===== src/rtl/cpu_pkg.sv =====
// Shared encodings for the 16-bit CPU control path: opcodes, ext codes,
// FSM states, write-back sources and the decoded control bundle.
package cpu_pkg;

  localparam logic [3:0] OP_RTYPE = 4'h0;
  localparam logic [3:0] OP_MEM   = 4'h4;
  localparam logic [3:0] OP_ADDI  = 4'h5;
  localparam logic [3:0] OP_MOVI  = 4'hD;

  localparam logic [3:0] EXT_LOAD = 4'h0;
  localparam logic [3:0] EXT_STOR = 4'h4;
  localparam logic [3:0] EXT_CMP  = 4'hB;
  localparam logic [3:0] EXT_JUMP = 4'hC;

  localparam logic [3:0]  ALU_ADD   = 4'h5;
  localparam logic [15:0] HALT_WORD = 16'hFFFF;

  typedef enum logic [2:0] {
    FETCH,
    DECODE,
    EXEC,
    MEM,
    HALT
  } cpuState_t;

  typedef enum logic [1:0] {
    WB_ALU = 2'd0,
    WB_MEM = 2'd1,
    WB_IMM = 2'd2
  } wbSrc_t;

  typedef struct packed {
    logic [3:0]  selectA;
    logic [3:0]  selectB;
    logic [3:0]  selectInput;
    logic [3:0]  aluOp;
    logic [15:0] imm;
    wbSrc_t      wbSrc;
    logic        bSrcImm;
    logic        writeReg;
    logic        isLoad;
    logic        isStore;
    logic        isJump;
    logic        isHalt;
    logic        illegal;
  } decode_t;

  function automatic logic [15:0] signExtend8(input logic [7:0] value);
    return {{8{value[7]}}, value};
  endfunction

endpackage


===== src/rtl/instr_decoder.sv =====
// Combinational instruction decoder: maps the instruction register onto
// register selects, ALU controls, immediate and per-instruction flags.
module instr_decoder
  import cpu_pkg::*;
(
  input  logic [15:0] Ir,
  output decode_t     Decoded
);

  logic [3:0] opcode;
  logic [3:0] rdest;
  logic [3:0] ext;
  logic [3:0] rsrc;

  assign opcode = Ir[15:12];
  assign rdest  = Ir[11:8];
  assign ext    = Ir[7:4];
  assign rsrc   = Ir[3:0];

  always_comb begin
    Decoded             = '0;
    Decoded.selectA     = rdest;
    Decoded.selectB     = rsrc;
    Decoded.selectInput = rdest;
    Decoded.imm         = signExtend8(Ir[7:0]);
    Decoded.wbSrc       = WB_ALU;

    if (Ir == HALT_WORD) begin
      Decoded.isHalt = 1'b1;
    end else begin
      case (opcode)
        OP_RTYPE: begin
          Decoded.aluOp    = ext;
          Decoded.writeReg = (ext != EXT_CMP);
        end
        OP_ADDI: begin
          Decoded.aluOp    = ALU_ADD;
          Decoded.bSrcImm  = 1'b1;
          Decoded.writeReg = 1'b1;
        end
        OP_MOVI: begin
          Decoded.wbSrc    = WB_IMM;
          Decoded.writeReg = 1'b1;
        end
        OP_MEM: begin
          // Memory/jump group addresses through Rsrc on port A; STOR data comes from Rdest on B.
          Decoded.selectA = rsrc;
          Decoded.selectB = rdest;
          case (ext)
            EXT_LOAD: begin
              Decoded.isLoad = 1'b1;
              Decoded.wbSrc  = WB_MEM;
            end
            EXT_STOR: Decoded.isStore = 1'b1;
            EXT_JUMP: Decoded.isJump  = 1'b1;
            default:  Decoded.illegal = 1'b1;
          endcase
        end
        default: Decoded.illegal = 1'b1;
      endcase
    end
  end

endmodule


===== src/rtl/datapath_controller.sv =====
// Multi-cycle control FSM for the 16-bit datapath: owns PC and IR, runs the
// fetch/decode/execute/memory sequence and strobes the register file.
module datapath_controller
  import cpu_pkg::*;
#(
  parameter logic [15:0] RESET_PC = 16'h0000
) (
  input  logic        Clock,
  input  logic        Reset,
  input  logic [15:0] MemRdata,
  input  logic        MemReady,
  input  logic [15:0] RegA,
  output logic        MemReq,
  output logic        MemWrite,
  output logic        MemAddrSel,
  output logic [15:0] Pc,
  output logic [3:0]  SelectA,
  output logic [3:0]  SelectB,
  output logic [3:0]  SelectInput,
  output logic        WriteEnable,
  output logic [3:0]  AluOp,
  output logic        BSrcImm,
  output logic [15:0] Imm,
  output logic [1:0]  WbSrc,
  output logic        Halted,
  output logic        Illegal
);

  cpuState_t   state;
  cpuState_t   nextState;
  logic [15:0] ir;
  logic        resetHold;
  logic        fetchDone;
  decode_t     dec;

  instr_decoder uDecoder (
    .Ir      (ir),
    .Decoded (dec)
  );

  assign SelectA     = dec.selectA;
  assign SelectB     = dec.selectB;
  assign SelectInput = dec.selectInput;
  assign AluOp       = dec.aluOp;
  assign BSrcImm     = dec.bSrcImm;
  assign Imm         = dec.imm;
  assign WbSrc       = dec.wbSrc;

  // resetHold keeps the first FETCH cycle after reset quiet so no request overlaps reset.
  always_ff @(posedge Clock) begin
    if (Reset) begin
      state     <= FETCH;
      Pc        <= RESET_PC;
      ir        <= '0;
      resetHold <= 1'b1;
    end else begin
      state     <= nextState;
      resetHold <= 1'b0;
      if (fetchDone) begin
        ir <= MemRdata;
        Pc <= Pc + 16'd1;
      end else if (state == EXEC && dec.isJump) begin
        Pc <= RegA;
      end
    end
  end

  always_comb begin
    nextState   = state;
    MemReq      = 1'b0;
    MemWrite    = 1'b0;
    MemAddrSel  = 1'b0;
    WriteEnable = 1'b0;
    Halted      = 1'b0;
    Illegal     = 1'b0;
    fetchDone   = 1'b0;

    case (state)
      FETCH: begin
        MemReq    = !resetHold;
        fetchDone = !resetHold && MemReady;
        if (fetchDone) nextState = DECODE;
      end
      DECODE: begin
        Illegal   = dec.illegal;
        nextState = dec.isHalt ? HALT : EXEC;
      end
      EXEC: begin
        WriteEnable = dec.writeReg;
        nextState   = (dec.isLoad || dec.isStore) ? MEM : FETCH;
      end
      MEM: begin
        MemReq     = 1'b1;
        MemAddrSel = 1'b1;
        MemWrite   = dec.isStore;
        if (MemReady) begin
          WriteEnable = dec.isLoad;
          nextState   = FETCH;
        end
      end
      HALT: begin
        Halted = 1'b1;
      end
      default: nextState = FETCH;
    endcase
  end

endmodule


===== config.mk =====
export PLATFORM = sky130hd
export DESIGN_NAME = datapath_controller
export DESIGN_NICKNAME = d
export VERILOG_FILES = /design/src/rtl/cpu_pkg.sv /design/src/rtl/instr_decoder.sv /design/src/rtl/datapath_controller.sv
export SDC_FILE = /design/constraint.sdc
export NUM_CORES = 1
export LEC_CHECK = 0
export CAP_MARGIN = 30
export CORE_ASPECT_RATIO = 2
export CORE_MARGIN = 2
export CORE_UTILIZATION = 39
export DETAILED_ROUTE_END_ITERATION = 10
export PLACE_DENSITY_LB_ADDON = 0.15
export SLEW_MARGIN = 15
export SYNTH_ARGS = -nofsm -noshare
export SYNTH_HDL_FRONTEND = slang
export SYNTH_SLANG_ARGS = --single-unit

===== constraint.sdc =====
create_clock -name Clock -period 1.8 [get_ports Clock]
set_clock_uncertainty 0.1 [all_clocks]
set_input_delay 0.18 -clock Clock [delete_from_list [all_inputs] [get_ports Clock]]
set_output_delay 0.18 -clock Clock [all_outputs]
set_load 0.01 [all_outputs]

==> metrics.txt, run 1 <==
failing checks=negative setup slack; ys async rst share=0; RSZ-0062 raised after global routing=yes; Post-DRT Antenna Nets=0; Ports=92; DRT iter0 DRCs=89; syn_nets=315; Synth-to-Final Area Change=77.2%; WL/cell=around 16 um; fin crit share=1.08; Data required, critical path=1.52 ns; first-pass GRT wire length=11,300 um; crit path DAT=1.66 ns; Final Net Count=448; Die ar.=between 6000 and 7000 um^2; total gr overflow=0; Slew HR=0.791; number of global-route vias before repair=2,517; most common cell after layout, fill and taps aside=clkdlybuf4s50_1; PnR Total Power=between 1.5 and 2 mW; Area after DPL=3430 um^2; kind of critical path=reg2out; final instance area=about 3900 um^2; Num CTS Buffers=5; synthesized area=2180 um^2; Crit Path Max Fanout=2; Root Buffer=clkbuf_8; fmax=516 MHz; # setup viols final=18; GRT Total Usage=0.230; synth unique cells=43; clk slew on worst S/H paths=0.08 ns; CTS tree=done; final hold violations=0; Pre-Repair DR Iteration Count=4; multi-input gate area in the final layout=1390 um^2; largest net degree at the start of global routing=28; Max-Cap Viols=0; Max VDD drop=755 uV; fill cell count=477; register area=733 um^2; Routed WL=roughly 7600 um; Vias/cell=5.53; EDFF count, synth=0; number of core rows=38; Initial Util=0.402; die width=~57 um; cell area power density=just under 500 nW/um^2; YS warnings=0; Final Wtd Congestion=0.877; # hold bufs at CTS=0; top_reg_cell synth=dfxtp_1; Worst setup SP type=register; fin crit period=1.94 ns; DRC=0; ANT cells=0; Final Slew Violations=0; Mapped Cells=279; Crit. End Element=output pin; Core Util, Final=0.712; worst skew pair latency=0.28 ns; status=complete, but fails checks; placed insts=450; measured slew at the worst slew-check pin=approximately 0.3 ns; P_leak=1.57 nW; CTS H-tree depth=2; final setup margin=-0.139 ns; DIE HEIGHT=110 um; Post-DP HPWL=5480 um; final cell count without fillers=473; Core Area=5420 um^2; Port Buffer Count=91; # clock sinks=36; initial antenna violation count=0; Seq/Total Area, Yosys=0.331; commonest non-fill, non-tap cells in the layout=clkdlybuf4s50_1 (70), buf_4 (55), nand2_1 (44), dfxtp_1 (28), buf_6 (22); vias=between 2,000 and 3,000; Avg Inst Size Synth=7.81 um^2; clock tree buffer depth=2; share of cells above drive strength 1=0.341; Worst Hold Class=in2reg; Yosys reg bits=36
stage by stage:
stage,worst slack (ns),setup TNS (ns),hold WS [ns]
after floorplan,-0.0448,-0.0448,0.108
final,-0.139,-1.19,0.337
after CTS,-0.176,-1.33,0.334
after detailed placement,-0.377,-9.39,0.393
after global placement,-0.350,-8.69,0.383
after global routing,-0.201,-2.32,0.350
registers in the layout, indices dropped and copies added, names as in the netlist:
name	cells
resetHold	1
Pc	16
ir	16
state	3
power by group:
part | switching (mW) | internal [mW]
clock network | 0.307 | 0.270
registers | 0.0270 | 0.823
logic | 0.193 | 0.271
path summary, 6_finish.rpt:
check                           start                 end  slack [ns]  cells after the start
hold / removal            MemRdata[1]  ir[1]$_SDFFE_PP0P_        0.34                      3
setup / recovery  ir[12]$_SDFFE_PP0P_         WriteEnable       -0.14                      7
hold reg to reg    ir[0]$_SDFFE_PP0P_  ir[0]$_SDFFE_PP0P_        0.42                      2
setup reg to reg    resetHold$_DFF_P_  Pc[9]$_SDFFE_PP0P_       -0.07                      6
layout make-up:
cell class | instances | share of cell area
clock buffers | 5 | 0.0178
well taps | 60 | 0.0194
inverters | 3 | 0.00292
repair buffers | 165 | 0.405
flip-flops and latches | 36 | 0.190
clock inverters | 3 | 0.00486
multi-input cells | 201 | 0.360
metal layers:
layer / part of all wire / wire length, um / global-route usage
met1: 0.34 / 2610 / 0.211
met2: 0.60 / 4550 / 0.488
met3: 0.042 / 321 / 0.0247
met4: 0.012 / 91 / 0.0897
met5: 0 / 0 / 0
cell usage after synthesis (5+ instances only):
cell type / number / area, um^2
a311oi_1: 5 / 43.8
a211oi_1: 5 / 37.5
nor2_1: 18 / 67.6
nand4_1: 6 / 37.5
nor3_1: 12 / 60.1
clkbuf_1: 14 / 52.6
mux2_2: 8 / 90.1
nand2_1: 45 / 169
a21oi_1: 20 / 100
buf_4: 20 / 150
nor4b_1: 6 / 52.6
dfxtp_1: 36 / 721
nor4_1: 10 / 62.6
and3_1: 8 / 50.1
nand3_1: 11 / 55.1
cells by family (layout without fill, tap and decap cells):
logic type | count (synthesis) | in the layout | share of synthesized area
AND/OR/NAND/NOR | 143 | 143 | 0.358
AO/OA/AOI/OAI | 48 | 48 | 0.150
buffers and inverters | 42 | 176 | 0.109
flip-flops | 36 | 36 | 0.331
multiplexers | 9 | 9 | 0.0460
adder cells (fa/ha/maj) | 1 | 1 | 0.00574
what timing repair did:
action | 4_1_cts | 5_1_grt
setup endpoints to repair | 34 | 31
pin swaps | 13 | 11
resized for setup | 94 | 35
setup buffers | 11 | 4
cloned | 0 | 2
worst max-delay path: stages (launching register included):
cell and delay (ns):
dfxtp_2 0.33, nor4b_4 0.30, buf_4 0.16, and4b_1 0.20, buf_4 0.12, nand4b_1 0.08
nand2_1 0.07, buf_2 0.12
No activity file was read; power rests on OpenSTA's default activity.
==> inputs of run 2 (changes only) <==
- RECOVER_POWER: unset -> 25
==> run 2 against run 1 <==
  * The run still ends with negative setup slack left
  * Worst setup slack worse by 0.0035 ns
  * Combinational power is 1% lower
  * Non-clock buffer count stayed put
  * Routed wire length shrank 0.37%
  * Core utilization did not move
  * Sequential cell count is the same
  * Via count fell by 0.27%
  * Worst hold slack worse by 0.0042 ns
  * Critical endpoint unchanged
  * Largest cell class unchanged
  * Highest routed layer unchanged
==> metrics.txt, run 2 (same netlist as run 1, synthesis figures left out) <==
FF-to-FF path depth=6 (unchanged); Crit Reg-Reg Startpoint=resetHold$_DFF_P_ (unchanged); Crit. End Element=output pin (unchanged); largest net degree at the start of global routing=28 (unchanged); Initial Util=0.402 (unchanged); # clock sinks=36 (unchanged); biggest regs=Pc: 16 flops, ir: 16 flops, state: 3 flops (unchanged); Final Slew Violations=0 (unchanged); Post-DP HPWL=5480 um (unchanged); Root Buffer=clkbuf_8 (unchanged); # hold bufs at CTS=0 (unchanged); DRT iter0 DRCs=85 (was 89); first-pass GRT wire length=11,300 um (unchanged); Slew HR=0.791 (about the same); initial antenna violation count=0 (unchanged); reg-to-reg endpoint=Pc[9]$_SDFFE_PP0P_ (unchanged); Num CTS Buffers=5 (unchanged); hold slack=0.333 ns (was 0.337 ns); total negative slack=-1.20 ns (was -1.19 ns); Die ar.=6240 um^2 (unchanged); number of global-route vias before repair=2,517 (unchanged); share of cells above drive strength 1=0.341 (unchanged); WL/cell=15.9 um (was 16.0 um); kind of critical path=reg2out (unchanged); Crit Path Max Fanout=2 (unchanged); GRT Total Usage=0.230 (unchanged); ANT cells=0 (unchanged); Routed WL=7540 um (was 7570 um); CTS H-tree depth=2 (unchanged); clk slew on worst S/H paths=0.08 ns (about the same); Max-Cap Viols=0 (unchanged); DIE HEIGHT=110 um (unchanged); Vias/cell=5.51 (was 5.53); Area after DPL=3430 um^2 (unchanged); # setup viols final=18 (unchanged); Synth-to-Final Area Change=77.2% (unchanged); RSZ-0062 raised after global routing=yes (unchanged); measured slew at the worst slew-check pin=0.309 ns (about the same); cell area power density=489 nW/um^2 (was 490 nW/um^2); crit path DAT=1.66 ns (about the same); commonest non-fill, non-tap cells in the layout=clkdlybuf4s50_1 (55), buf_4 (55), nand2_1 (44), dfxtp_1 (28), buf_6 (22) (was clkdlybuf4s50_1 (70), buf_4 (55), nand2_1 (44), dfxtp_1 (28), buf_6 (22)); Data required, critical path=1.52 ns (about the same); clock tree buffer depth=2 (unchanged); CTS tree=done (unchanged); DRC=0 (unchanged); fin crit period=1.94 ns (about the same); fill cell count=477 (unchanged); P_leak=1.61 nW (was 1.57 nW); Ports=92 (unchanged); Pre-Repair DR Iteration Count=4 (unchanged); reg-to-reg slack, setup=-0.07 ns (about the same); Max VDD drop=756 uV (was 755 uV); Post-DRT Antenna Nets=0 (unchanged); Final Net Count=448 (unchanged); Worst setup SP type=register (unchanged); final hold violations=0 (unchanged); Worst Hold Class=in2reg (unchanged); Port Buffer Count=91 (unchanged); final instance area=3860 um^2 (unchanged); fin crit share=1.08 (about the same); fmax=515 MHz (was 516 MHz); number of core rows=38 (unchanged); PnR Total Power=1.89 mW (about the same); vias=2,608 (was 2,615); worst skew pair latency=0.28 ns (about the same); final setup margin=-0.142 ns (was -0.139 ns); Critical Path Sink=WriteEnable (unchanged); total gr overflow=0 (unchanged); status=complete, but fails checks (unchanged); die width=56.8 um (unchanged); Final Wtd Congestion=0.877 (unchanged); CP Launch Point=ir[12]$_SDFFE_PP0P_ (unchanged); failing checks=negative setup slack (unchanged); Core Area=5420 um^2 (unchanged)
## run 2: metrics by stage
step,cells,utilization,worst slack [ns]
after floorplan,279,-,-0.0448
after global placement,450,0.633,-0.350
after detailed placement,450,0.633,-0.377
after CTS,468,0.678,-0.176
after global routing,473,0.712,-0.201
final,473,0.712,-0.142
## run 2: critical path, stage by stage (launching register included)
cell and delay (ns):
dfxtp_2 0.33, nor4b_4 0.30, buf_4 0.17, and4b_1 0.20
buf_4 0.12, nand4b_1 0.08, nand2_1 0.07, buf_2 0.12
## run 2: power by group
group / total [mW] / switching, mW / internal, mW
combinational: 0.458 / 0.192 / 0.266
sequential: 0.850 / 0.0266 / 0.823
clock: 0.578 / 0.307 / 0.270
total: 1.89 / 0.526 / 1.36
## run 2: how the worst min path moves through the flow
| stage | start | end | slack, ns | cells after the start |
|---|---|---|---|---|
| 6_report | MemRdata[13] | ir[13]$_SDFFE_PP0P_ | 0.33 | 3 |
| 5_1_grt | MemRdata[0] | ir[0]$_SDFFE_PP0P_ | 0.35 | 3 |
| 4_1_cts | MemRdata[13] | ir[13]$_SDFFE_PP0P_ | 0.33 | 3 |
| 3_5_place_dp | ir[3]$_SDFFE_PP0P_ | ir[3]$_SDFFE_PP0P_ | 0.39 | 2 |
| 3_3_place_gp | ir[3]$_SDFFE_PP0P_ | ir[3]$_SDFFE_PP0P_ | 0.38 | 2 |
| 2_1_floorplan | Reset | resetHold$_DFF_P_ | 0.11 | 0 |
## run 2: timing repair
item	in CTS	in global routing
endpoints found under the setup margin	34	31
gates resized for setup	94	35
setup buffers	11	4
pin swaps	13	11
cloned	0	2
## run 2: layout make-up
class | instances | area, um^2 | area share
well taps | 60 | 75.1 | 0.0194
multi-input cells | 201 | 1390 | 0.360
repair buffers | 165 | 1560 | 0.405
clock inverters | 3 | 18.8 | 0.00486
clock buffers | 5 | 68.8 | 0.0178
inverters | 3 | 11.3 | 0.00292
flip-flops and latches | 36 | 733 | 0.190
## run 2: metal layers
metal	global-route usage	routed length (um)
met4	0.0897	91
met2	0.488	4550
met5	0	0
met1	0.211	2600
met3	0.0247	308
